### src/rtl/seq_pattern_detector_pkg.sv
// rtl/seq_pattern_detector_pkg.sv - shared types and helpers for the pattern detector
package seq_pattern_detector_pkg;

   typedef enum logic [1:0] {
      UNCFG  = 2'd0,
      FILL   = 2'd1,
      ACTIVE = 2'd2
   } state_e;

   localparam int MASK_W = 32;

   // Low len bits set; callers size-cast the result down to their pattern width.
   function automatic logic [MASK_W-1:0] len_mask(input int len);
      logic [MASK_W-1:0] m;
      m = '0;
      for (int i = 0; i < MASK_W; i++) begin
         m[i] = (i < len);
      end
      return m;
   endfunction

endpackage

### src/rtl/sat_counter.sv
// rtl/sat_counter.sv - saturating up-counter with synchronous clear
module sat_counter #(
   parameter int W = 16
) (
   input  logic         clk,
   input  logic         rst,
   input  logic         clr,
   input  logic         inc,
   output logic [W-1:0] count
);

   logic [W-1:0] count_q, count_d;

   // A clear coinciding with an increment still records that event.
   always_comb begin
      count_d = count_q;
      if (clr) begin
         count_d = inc ? W'(1) : '0;
      end else if (inc && (count_q != '1)) begin
         count_d = count_q + W'(1);
      end
   end

   always_ff @(posedge clk) begin
      if (rst) begin
         count_q <= '0;
      end else begin
         count_q <= count_d;
      end
   end

   assign count = count_q;

endmodule

### src/rtl/seq_pattern_detector.sv
// rtl/seq_pattern_detector.sv - runtime-programmable serial bit-pattern detector
import seq_pattern_detector_pkg::*;

module seq_pattern_detector #(
   parameter  int PAT_W = 8,
   parameter  int CNT_W = 16,
   localparam int LEN_W = $clog2(PAT_W + 1)
) (
   input  logic             clk,
   input  logic             rst,
   input  logic             cfg_load,
   input  logic [PAT_W-1:0] cfg_pattern,
   input  logic [LEN_W-1:0] cfg_len,
   input  logic             cfg_overlap,
   input  logic             din_valid,
   input  logic             din,
   input  logic             cnt_clr,
   output logic             match,
   output logic [CNT_W-1:0] match_count,
   output logic             armed,
   output logic             cfg_err
);

   localparam logic [LEN_W-1:0] PAT_W_L = LEN_W'(PAT_W);

   state_e           state_q, state_d;
   logic [PAT_W-1:0] hist_q, hist_d;
   logic [PAT_W-1:0] pattern_q, pattern_d;
   logic [LEN_W-1:0] len_q, len_d;
   logic [LEN_W-1:0] fill_q, fill_d;
   logic             overlap_q, overlap_d;
   logic             match_q, match_d;
   logic             armed_q, armed_d;
   logic             cfg_err_q, cfg_err_d;

   logic [PAT_W-1:0] hist_n;
   logic [PAT_W-1:0] mask;
   logic [LEN_W-1:0] fill_inc;
   logic             cfg_legal;
   logic             cfg_accept;
   logic             hit;

   always_comb begin
      state_d    = state_q;
      hist_d     = hist_q;
      pattern_d  = pattern_q;
      len_d      = len_q;
      fill_d     = fill_q;
      overlap_d  = overlap_q;
      armed_d    = armed_q;
      match_d    = 1'b0;
      cfg_err_d  = 1'b0;
      hit        = 1'b0;
      hist_n     = {hist_q[PAT_W-2:0], din};
      mask       = PAT_W'(len_mask(int'(len_q)));
      fill_inc   = (fill_q == len_q) ? len_q : fill_q + LEN_W'(1);
      cfg_legal  = (cfg_len != '0) && (cfg_len <= PAT_W_L);
      cfg_accept = cfg_load && cfg_legal;

      // A config load wins over a data bit arriving in the same cycle.
      if (cfg_load) begin
         if (cfg_legal) begin
            pattern_d = cfg_pattern;
            len_d     = cfg_len;
            overlap_d = cfg_overlap;
            hist_d    = '0;
            fill_d    = '0;
            state_d   = FILL;
            armed_d   = 1'b1;
         end else begin
            pattern_d = '0;
            len_d     = '0;
            overlap_d = 1'b0;
            hist_d    = '0;
            fill_d    = '0;
            state_d   = UNCFG;
            armed_d   = 1'b0;
            cfg_err_d = 1'b1;
         end
      end else if (din_valid && (state_q != UNCFG)) begin
         hist_d = hist_n;
         hit    = (fill_inc == len_q) && (((hist_n ^ pattern_q) & mask) == '0);
         if (hit) begin
            match_d = 1'b1;
            fill_d  = overlap_q ? len_q : '0;
            state_d = overlap_q ? ACTIVE : FILL;
         end else begin
            fill_d  = fill_inc;
            state_d = (fill_inc == len_q) ? ACTIVE : FILL;
         end
      end
   end

   always_ff @(posedge clk) begin
      if (rst) begin
         state_q   <= UNCFG;
         hist_q    <= '0;
         pattern_q <= '0;
         len_q     <= '0;
         fill_q    <= '0;
         overlap_q <= 1'b0;
         match_q   <= 1'b0;
         armed_q   <= 1'b0;
         cfg_err_q <= 1'b0;
      end else begin
         state_q   <= state_d;
         hist_q    <= hist_d;
         pattern_q <= pattern_d;
         len_q     <= len_d;
         fill_q    <= fill_d;
         overlap_q <= overlap_d;
         match_q   <= match_d;
         armed_q   <= armed_d;
         cfg_err_q <= cfg_err_d;
      end
   end

   sat_counter #(.W(CNT_W)) u_match_cnt (
      .clk   (clk),
      .rst   (rst),
      .clr   (cnt_clr | cfg_accept),
      .inc   (hit),
      .count (match_count)
   );

   assign match   = match_q;
   assign armed   = armed_q;
   assign cfg_err = cfg_err_q;

endmodule

### config.mk
export PLATFORM = sky130hd
export DESIGN_NAME = seq_pattern_detector
export DESIGN_NICKNAME = d
export VERILOG_FILES = /design/src/rtl/seq_pattern_detector_pkg.sv /design/src/rtl/sat_counter.sv /design/src/rtl/seq_pattern_detector.sv
export SDC_FILE = /design/constraint.sdc
export NUM_CORES = 1
export LEC_CHECK = 0
export ABC_AREA = 1
export BUFFER_PORTS_ARGS = -buffer_cell sky130_fd_sc_hd__buf_2
export CAP_MARGIN = 20
export CORE_AREA = 3 3 68 70
export CTS_CLUSTER_SIZE = 28
export DETAILED_ROUTE_END_ITERATION = 12
export DIE_AREA = 0 0 71 73
export GPL_TIMING_DRIVEN = 0
export HOLD_SLACK_MARGIN = 0.12
export PLACE_DENSITY = 0.82
export SYNTH_ARGS = -nofsm -noshare
export SYNTH_HDL_FRONTEND = slang
export SYNTH_SLANG_ARGS = --single-unit
### constraint.sdc
create_clock -name clk -period 3.2 [get_ports clk]
set_clock_uncertainty 0.1 [all_clocks]
set_input_delay 0 -clock clk [delete_from_list [all_inputs] [get_ports clk]]
set_output_delay 0 -clock clk [all_outputs]
set_load 0.02 [all_outputs]
# [Word level (Yosys, flattened, before mapping)]
# Index checks and enable logic that the tools add are counted.
[op_classes] add_sub_neg=2 magnitude_cmp=9 eq_ne=3 mux=20 bitwise=5 n_reduce_logical=13
[op_table] op="2-to-1 mux 16 bit" n=2
[op_table] op="adder 16 x 1 -> 16 bit, second input constant" n=1
[op_table] op="< comparator 3 x 4 -> 1 bit, first input constant" n=4
[op_table] op="2-to-1 mux 4 bit" n=4
[op_table] op="!= test 16 bit, second input constant" n=1
[op_table] op="2-to-1 mux 2 bit" n=5
[op_table] op="AND 8 bit" n=1
[op_table] op="equality test 4 bit" n=2
[op_table] op="logical NOT 8 bit" n=1
[op_table] op="< comparator 1 x 4 -> 1 bit, first input constant" n=2
[op_table] op="< comparator 2 x 4 -> 1 bit, first input constant" n=2
[op_table] op="2-to-1 mux 1 bit" n=8
[op_table] op="2-to-1 mux 8 bit" n=1
[op_table] op="XOR 8 bit" n=1
[op_table] op="nonzero test 2 bit" n=3
[op_table] op="logical AND 1 bit" n=5
[op_table] op="adder 4 x 1 -> 4 bit, second input constant" n=1
[op_table] op="<= comparator 4 bit, second input constant" n=1
[op_table] op="nonzero test 4 bit" n=1
[op_table] op="OR reduction 2 bit" n=2
[op_table] op="OR reduction 3 bit" n=1
[op_table] op="NOT 1 bit" n=2
[op_table] op="OR 1 bit" n=1
[totals] reg_bits=45 in_bits=19 out_inout_bits=19 elab_cells=62

# [Longest topological paths before layout]
[logic_depth] word_depth=9 depth_mapped=15 ltp_nobuf=15

# [Hierarchy]
# A second synthesis with hierarchy kept.
[hier_totals] hier_cells=382 area_unflattened_um2=2524.9
[modules_own_cells] mod="seq_pattern_detector" n_inst=1 cells_each=221 area_each_um2=1515.2 seq_area_each_um2=580.6
[modules_own_cells] mod="sat_counter" n_inst=1 cells_each=161 area_each_um2=1009.7 seq_area_each_um2=320.3

# [Worst setup path after synthesis]
# No wires, ideal clock.
[synth_timing] kind="reg2reg" from="reg u_match_cnt.count_q[1] (netlist: u_match_cnt.count[1])" to="reg u_match_cnt.count_q[12] (netlist: u_match_cnt.count[12])" setup_ns=0.070 arrival_time_ns=1.818 required_ns=3.030 path_slack_ns=1.212 stages_incl_launch_ff=13 n_path_buf=1 period_less_slack_ns=1.988 path_cell_list="dfxtp_1 -> ha_1 -> nand2_1 -> inv_1 -> nand2_2 -> nor2_2 -> nand2_1 -> nor2_2 -> nand3_2 -> nand4_4 -> buf_6 -> nand3_1 -> a21oi_1"
[synth_between] elab_chain_cells=3 elab_cells_between_ends=6 cone_classes="1 x add/sub; 1 x eq/ne; 2 x mux; 2 x reduce/logical"
[synth_rtl] item="start, declared" line_no="sat_counter.sv:12" text="logic [W-1:0] count_q, count_d;"
[synth_rtl] item="start signal, assigned" line_no="sat_counter.sv:28" text="count_q <= count_d;"
[synth_rtl] item="adder 16 x 1 -> 16 bit or != test 16 bit (tied branches)" line_no="sat_counter.sv:20, sat_counter.sv:19"
[synth_rtl] item="2-to-1 mux 16 bit or logical AND 1 bit (tied branches)" line_no="sat_counter.sv:19" text="end else if (inc && (count_q != '1)) begin"
[synth_rtl] item="2-to-1 mux 16 bit or nonzero test 2 bit (tied branches)"
# Several ways; a longest one is shown, not always the timed one. The select of a mux whose other input is x is not followed.
# A chain may end at the register's enable or synchronous reset.

# [Worst setup path in the final report]
[layout_timing] from="in cfg_len[0]" to="reg len_q[3]"
[layout_between] elab_chain_cells=3 elab_cells_between_ends=4 cone_classes="1 x order compare; 1 x mux; 2 x reduce/logical"
[layout_rtl] item="start, declared" line_no="seq_pattern_detector.sv:13" text="input logic [LEN_W-1:0] cfg_len,"
[layout_rtl] item="<= comparator 4 bit or nonzero test 4 bit (tied branches)" line_no="seq_pattern_detector.sv:57" text="cfg_legal = (cfg_len != '0) && (cfg_len <= PAT_W_L);"
[layout_rtl] item="logical AND 1 bit (*)" line_no="seq_pattern_detector.sv:57"
[layout_rtl] item="2-to-1 mux 4 bit (*)" line_no="seq_pattern_detector.sv:62" text="if (cfg_legal) begin"
[layout_rtl] item="end signal, assigned" line_no="seq_pattern_detector.sv:109" text="len_q <= len_d;"
[layout_rtl] item="end, declared" line_no="seq_pattern_detector.sv:29" text="logic [LEN_W-1:0] len_q, len_d;"
# Every way passes the cells marked *; elsewhere a longest branch is shown, timed or not.

==> flow_summary.yaml <==
power:
  p_per_area_mw_per_mm2: 377
  ir_drop_v: 0.000371
  power_uw: 1140
  power.leakage_uw: 0.00131
yosys:
  ys_seq_area_share_pct: 36.7
  synth_ff_type: "dfxtp_1"
  syn_nets: 377
  syn_area_mm2: 0.00245
  synth.top_cell.area_share_pct: 36.7
  synth_edf_count: 0
  synthDistinctLibCells: 32
  netlist_instances: 356
  avgSynthCellArea_um2: 6.89
  yosys-top-cells-area: "dfxtp_1, nand2_1, nor2_1, a21oi_1, o21ai_0"
  yosys.area.top_type: "dfxtp_1"
  yosys_register_bits: 45
  ys_async_sr_fraction_pct: 0
  yosysWarnings: 0
timing:
  maxSlewViolCount: 0
  fin_ws_ns: 0.645
  fmax_mhz: 391
  hold_viol: 0
  fin_crit_sh_pct: 79.8
  max-slew-margin-rel_pct: 65.4
  period_needed_ns: 2.55
  rsz0062_at_grt: "false"
  setup_viol: 0
  fin_setup_tns_ns: 0
  worst_slew_pin_slew_ns: 0.518
final_layout:
  layout-drive-gt1-share_pct: 17.8
  final_cell_mix: "nand2_1, dfxtp_1, nor2_1, inv_1, buf_2"
  final_common_cell: "nand2_1"
  nets: 446
  syn2layout_area_growth_pct: 23.7
  num_antenna_cells: 0
  fin_area_mm2: 0.00303
  fin_util_pct: 75.3
outcome:
  status: "finished, final reports clean"
routing:
  dr.pass1.iters: 5
  ant_nets: 0
  drtIter0Drc: 225
  vias: 2580
  viasPerCell: 5.42
  wl_mm: 6.22
  drc: 0
  wire_per_inst_um: 13.1
worst_setup_path:
  worst_r2r_path_depth: 9
  endpoint_kind: "register"
  reg2reg_slack_ns: 1.08
  worst_setup_path_start_kind: "input pin"
  cp_data_arrival_time_ns: 2.71
  crit_type: "input pin to register"
  crit_fanout: 10
  cp.required_ns: 3.35
cts:
  cts.sinks: 45
  cts_tree: "done"
  htree_levels: 2
  post_cts_resize_count: 0
  clk_pin_slew_ns: 0.09
  clockRootBuffer: "clkbuf_8"
  cts_max_path_buffers: 2
  cts_made_buffers: 5
  post_cts_buffers: 0
  clock_latency_ns: 0.31
global_route:
  grt_pass1_vias: 2273
  grt_first_pass_wirelength_mm: 10.3
  grt_use_total_pct: 25.3
  grt_max_degree: 14
  met1_usage_pct: 33.9
  antenna_found_initial: 0
  grtUsageMet3_pct: 5.37
  grt.busiest_layer: "met2"
  met2_usage_pct: 40.5
  grt-ovfl-total: 0
placement:
  portBuffers: 37
  placed_cell_area_mm2: 0.00270
  place_ws_ns: 1.12
  gp_congestion: 0.865
  dpl.hpwl_mm: 4.23
floorplan:
  die_area_mm2: 0.00518
  start_util_pct: 60.9
  dieWidth_um: 71
  rows: 23
  io_pins: 38
  core_mm2: 0.00403
  die_y_um: 73
hold_path:
  hold_path.class: "input pin to register"
  holdPathStages: 6
job:
  max_cap_viol_count: 0
## path summary, 6_finish.rpt
path	start	endpoint
worst max-delay path	cfg_len[0]	len_q[3]
worst min register to register	armed	armed
worst max register to register	len_q[2]	u_match_cnt.count[6]
worst min-delay path	cnt_clr	u_match_cnt.count[3]
## worst max-delay path, stage by stage
cell,delay (ns)
dlygate4sd3_1,0.53
buf_2,0.15
o31ai_1,0.36
o31ai_2,0.15
nor2_2,0.20
clkbuf_1,0.41
nand2_1,0.19
o22ai_1,0.16
dlygate4sd3_1,0.56
## routing by layer
| layer | share of wire (%) | up-vias | wire, um |
|---|---|---|---|
| met3 | 7.2 | 16 | 451 |
| li1 | - | 1303 | - |
| met4 | 2.0 | 0 | 125 |
| met2 | 46 | 94 | 2870 |
| met1 | 45 | 1167 | 2780 |
| met5 | 0 | - | 0 |
## stage by stage
stage	instances	hold WS, ns
6_report	476	0.175
3_5_place_dp	443	0.133
2_1_floorplan	356	0.0387
5_1_grt	476	0.194
4_1_cts	476	0.173
3_3_place_gp	443	0.131
## timing repair
action,CTS,global route
hold buffers,25,0
endpoints found under the setup margin,0,0
hold endpoints to repair,27,0
## cells by family (layout without fill, tap and decap cells)
kind of cell	Yosys count	in the layout	synth area share, %
xor+xnor	7	7	2.50
fa+ha+maj	2	2	1.02
flops	45	45	36.7
compound gates	72	72	16.7
simple gates	176	176	34.1
buf+inv	54	124	8.98
## cell type report
type                    instances  area (um^2)
multi-input cells             257         1330
fillers                       322          995
flip-flops and latches         45          901
repair buffers                 62          435
inverters                      46          175
clock buffers                   6         72.6
well taps                      50         62.6
plain buffers                   8         45.0
clock inverters                 2         10.0
## where the power goes
| group | total, uW | switching [uW] | internal, uW |
|---|---|---|---|
| Sequential | 586 | 12.1 | 574 |
| Combinational | 206 | 126 | 79.8 |
| Clock | 351 | 199 | 152 |
## Yosys cell counts, types with 2 or more instances
master	number
nand3_2	2
nor2_1	42
nor2_4	2
ha_1	2
nor2_2	8
nand3_4	2
nand4_1	7
nand2_1	78
xor2_1	6
a32o_1	5
o21ai_2	2
inv_1	38
buf_6	2
inv_2	7
nand2_2	3
clkbuf_1	6
dfxtp_1	45
nand3_1	28
o21ai_0	29
a21oi_1	30
## state kept, by name, summed over array words and instances, names as in the netlist
name / count
len_q: 4
cfg_err: 1
hist_q: 7
armed: 1
u_match_cnt.count: 16
fill_q: 4
state_q: 2
overlap_q: 1
match: 1
pattern_q: 8
No activity file was read; power rests on OpenSTA's default activity.
